===== src/rtl/instruction_fetch_mod.sv =====
// Instruction fetch stage: PC register, memory address drive and IF/ID pipeline register.
// Optional macro FETCH_MISALIGN_TRAP_EN rejects misaligned redirect targets and pulses misalign_o.
module instruction_fetch_mod #(
  parameter int unsigned N        = 10,
  parameter int unsigned RESET_PC = 0
) (
  input  logic         clk,
  input  logic         rst,
  input  logic         stall_i,
  input  logic         flush_i,
  input  logic         branch_taken_i,
  input  logic [N-1:0] branch_target_i,
  input  logic [31:0]  read_data_i,
  output logic [N-1:0] address_o,
  output logic [31:0]  instr_o,
  output logic [N-1:0] pc_o,
  output logic [N-1:0] pc_plus4_o,
  output logic         valid_o,
  output logic         misalign_o
);

  localparam int unsigned IW = 32;

  logic [N-1:0]  pc_q, pc_d;
  logic [IW-1:0] instr_q, instr_d;
  logic [N-1:0]  pc_id_q, pc_id_d;
  logic [N-1:0]  pc_plus4_q, pc_plus4_d;
  logic          valid_q, valid_d;
  logic          misalign_q, misalign_d;
  logic [N-1:0]  pc_inc;

  // Carry out of the increment is dropped so the PC wraps modulo 2^N.
  assign pc_inc = pc_q + N'(4);

  // Next-state selection: branch > flush > stall > normal fetch.
  always_comb begin
    pc_d       = pc_q;
    instr_d    = instr_q;
    pc_id_d    = pc_id_q;
    pc_plus4_d = pc_plus4_q;
    valid_d    = valid_q;
    misalign_d = 1'b0;
    if (branch_taken_i) begin
      instr_d    = '0;
      pc_id_d    = '0;
      pc_plus4_d = '0;
      valid_d    = 1'b0;
`ifdef FETCH_MISALIGN_TRAP_EN
      if (branch_target_i[1:0] != 2'b00) begin
        misalign_d = 1'b1;
      end else begin
        pc_d = branch_target_i;
      end
`else
      pc_d = branch_target_i & ~N'(3);
`endif
    end else if (flush_i) begin
      instr_d    = '0;
      pc_id_d    = '0;
      pc_plus4_d = '0;
      valid_d    = 1'b0;
      if (!stall_i) begin
        pc_d = pc_inc;
      end
    end else if (!stall_i) begin
      instr_d    = read_data_i;
      pc_id_d    = pc_q;
      pc_plus4_d = pc_inc;
      valid_d    = 1'b1;
      pc_d       = pc_inc;
    end
  end

  always_ff @(posedge clk) begin
    if (rst) begin
      pc_q       <= N'(RESET_PC);
      instr_q    <= '0;
      pc_id_q    <= '0;
      pc_plus4_q <= '0;
      valid_q    <= 1'b0;
      misalign_q <= 1'b0;
    end else begin
      pc_q       <= pc_d;
      instr_q    <= instr_d;
      pc_id_q    <= pc_id_d;
      pc_plus4_q <= pc_plus4_d;
      valid_q    <= valid_d;
      misalign_q <= misalign_d;
    end
  end

  assign address_o  = pc_q;
  assign instr_o    = instr_q;
  assign pc_o       = pc_id_q;
  assign pc_plus4_o = pc_plus4_q;
  assign valid_o    = valid_q;
  assign misalign_o = misalign_q;

endmodule


===== config.mk =====
export PLATFORM = sky130hd
export DESIGN_NAME = instruction_fetch_mod
export DESIGN_NICKNAME = d
export VERILOG_FILES = /design/src/rtl/instruction_fetch_mod.sv
export SDC_FILE = /design/constraint.sdc
export NUM_CORES = 1
export LEC_CHECK = 0
export ABC_AREA = 1
export CAP_MARGIN = 0
export CORE_UTILIZATION = 40
export DETAILED_ROUTE_END_ITERATION = 8
export GPL_TIMING_DRIVEN = 0
export PLACE_DENSITY = 0.82
export SYNTH_ARGS = -nofsm -noshare
export SYNTH_HDL_FRONTEND = slang
export SYNTH_SLANG_ARGS = --single-unit

===== constraint.sdc =====
create_clock -name clk -period 1.68 [get_ports clk]
set_clock_uncertainty 0.15 [all_clocks]
set_input_delay 0.336 -clock clk [delete_from_list [all_inputs] [get_ports clk]]
set_output_delay 0.336 -clock clk [all_outputs]
set_load 0.02 [all_outputs]

==> flow_metrics.env <==
export IMPL_grtUsageTotal=0.2143
export IMPL_final_setup_viols=0
export IMPL_period_share=0.9471
export IMPL_insertion_delay_ps=320
export IMPL_cts_sinks=57
export IMPL_async_flop_share=0
export IMPL_num_nets_final=457
export IMPL_drv_cap=0
export IMPL_port_buffers=100
export IMPL_critical_path_slowest_cell="dfxtp_1"
export IMPL_core_rowCount=26
export IMPL_netlist_area_um2=2242
export IMPL_outcome="completed"
export IMPL_synth_top_area_cell="dfxtp_1"
export IMPL_grt_setup_unrepaired="false"
export IMPL_timing_final_ws_setup_ps=88.90
export IMPL_most_frequent_cells_after_synthesis="nand2_1, dfxtp_1, a21oi_1"
export IMPL_delay_heaviest_family_cp="flip-flops"
export IMPL_worst_endpoint_required_ps=1190
export IMPL_synth_top_cell_area_share=0.5089
export IMPL_cp_buffers_inverters=1
export IMPL_crit_path_start="address_o[7]"
export IMPL_globalRoute_totalOverflow=0
export IMPL_finalSetupTns_ps=0
export IMPL_leakage_nw=1.605
export IMPL_starting_density_of_the_core=0.4281
export IMPL_critical_path_arrival_ps=1110
export IMPL_core_area_um2=5238
export IMPL_yosys_register_bits=57
export IMPL_regToRegStartpoint="address_o[2]"
export IMPL_cts_resized=59
export IMPL_pre_cts_ws_ps=-490.2
export IMPL_timing_hold_worst_class="input port to flip-flop"
export IMPL_ir_drop_mv=0.5336
export IMPL_power_mw=3.125
export IMPL_post_route_drc=0
export IMPL_synth_cell_type_count=19
export IMPL_pin_count=111
export IMPL_fmax_mhz=628.5
export IMPL_dr_first_iter_drc_count=98
export IMPL_via_count=2301
export IMPL_fin_crit_ps=1591
export IMPL_via_cell_ratio=4.754
export IMPL_route_final_wire_length_mm=5.964
export IMPL_number_of_buffers_created_by_cts=9
export IMPL_ant_nets=0
export IMPL_timing_hold_worst_start="branch_taken_i"
export IMPL_first_global_vias=2264
export IMPL_fp_dieW_um=76.87
export IMPL_fraction_of_layout_cells_with_a_size_suffix_above_1=0.1184
export IMPL_grt_max_degree=20
export IMPL_clk_pin_slew_ps=70
export IMPL_cp_cell_sequence="dlygate4sd2_1"
export IMPL_setup_worst_path_class="flip-flop to output pin"
export IMPL_drt_first_pass_iters=4
export IMPL_finalHoldViolations=0
export IMPL_critical_path_max_fanout=6
export IMPL_place_inst=470
export IMPL_number_of_antenna_violations_at_the_first_check_in_global_routing=0
export IMPL_post_synth_top_count_cell="nand2_1"
export IMPL_die_area_um2=5909
export IMPL_synthesis_area_per_instance_um2=7.626
export IMPL_regToRegSetupSlack_ps=240
export IMPL_n_antenna_cell=0
export IMPL_yosys_warnings=0
export IMPL_synth_enable_flop_cells=0
export IMPL_grt_pass1_wl_mm=10.11
export IMPL_layout_cells_non_filler=484
export IMPL_timing_hold_ws_ps=223.9
export IMPL_clock_root_buffer="clkbuf_8"
export IMPL_chip_height_um=76.87
export IMPL_cts_buffer_depth=2
export IMPL_end_kind="output pin"
export IMPL_post_cts_setup_buffers=0
export IMPL_tritoncts_clock_tree="yes"
export IMPL_postCtsHoldBufs=0
export IMPL_post_synth_main_area_contributors="dfxtp_1, nand2_1, a21oi_1, o21ai_0, a21oi_2"
export IMPL_cts_htree_levels=3
export IMPL_flow_area_growth_from_synthesis_pct=56.19
export IMPL_synth_sequential_area_ratio=0.5089
export IMPL_gp_congestion=0.8589
export IMPL_cpPeakStageDelay_ps=430
export IMPL_cp_start_kind="flip-flop"
export IMPL_post_dp_hpwl_mm=4.405
export IMPL_powerDensity_nw_per_um2=892.3
export IMPL_drt_wirelength_per_cell_um=12.32
export IMPL_netlist_instances=294
export IMPL_yosys_most_used_dff="dfxtp_1"
export IMPL_timing_max_transition_violations_final=0
area by class of cell:
| class | instances | area [µm²] |
|---|---|---|
| flip-flops and latches | 57 | 1142 |
| repair buffers | 100 | 929.6 |
| inverters | 14 | 52.55 |
| fillers | 492 | 1735 |
| multi-input cells | 205 | 929.6 |
| plain buffers | 22 | 145.1 |
| clock buffers | 12 | 165.2 |
| well taps | 70 | 87.58 |
| clock inverters | 4 | 50.05 |
placed cells by master (no fill, tap or decap), drive strengths merged:
master         instances
nand4                  1
buf                   13
a21oi                 50
clkinvlp               2
or2                    1
bufinv                 1
clkbuf                21
nand3                  8
o21ai                 18
nand2                102
dlygate4sd2           57
dfxtp                 57
conb                   7
clkdlybuf4s50         43
nor2                  16
o211ai                 1
ha                     1
clkinv                 1
inv                   14
cells by family after synthesis:
logic type,Yosys count,synth area share
simple gates,128,0.2243
compound gates,69,0.1719
flops,57,0.5089
buf+inv,38,0.08761
fa+ha+maj,1,0.005579
other cells,1,0.001673
per-layer routing:
layer / wire length (µm) / vias to the layer above / part of all wire / GRT usage
li1: - / 1156 / - / -
met1: 2442 / 1033 / 0.41 / 0.2387
met2: 2865 / 101 / 0.48 / 0.3688
met3: 576 / 11 / 0.097 / 0.07024
met4: 79 / 0 / 0.013 / 0.09615
met5: 0 / - / 0 / 0
sequential cells by signal (all words and copies together), names as in the netlist:
name	flops
pc_o	8
pc_plus4_o	8
instr_o	32
address_o	8
valid_o	1
per-stage QoR:
stage / utilization / cell area (µm²)
3_3_place_gp: 0.6402 / 3353
6_report: 0.6687 / 3502
2_1_floorplan: - / 2265
4_1_cts: 0.6667 / 3492
5_1_grt: 0.6687 / 3502
3_5_place_dp: 0.6402 / 3353
worst paths after layout:
| kind | endpoint | depth (start not counted) |
|---|---|---|
| setup / recovery | address_o[7] | 1 |
| hold / removal | address_o[3] | 3 |
| setup reg to reg | address_o[8] | 7 |
| hold reg to reg | instr_o[28] | 2 |
power by group:
group	leakage, nW	internal (mW)	total (mW)	switching (mW)
registers	0.463	1.38	1.41	0.0251
logic	1.04	0.181	0.380	0.199
clock network	0.105	0.803	1.34	0.533
total	1.61	2.37	3.12	0.757
No activity file was read; power rests on OpenSTA's default activity.
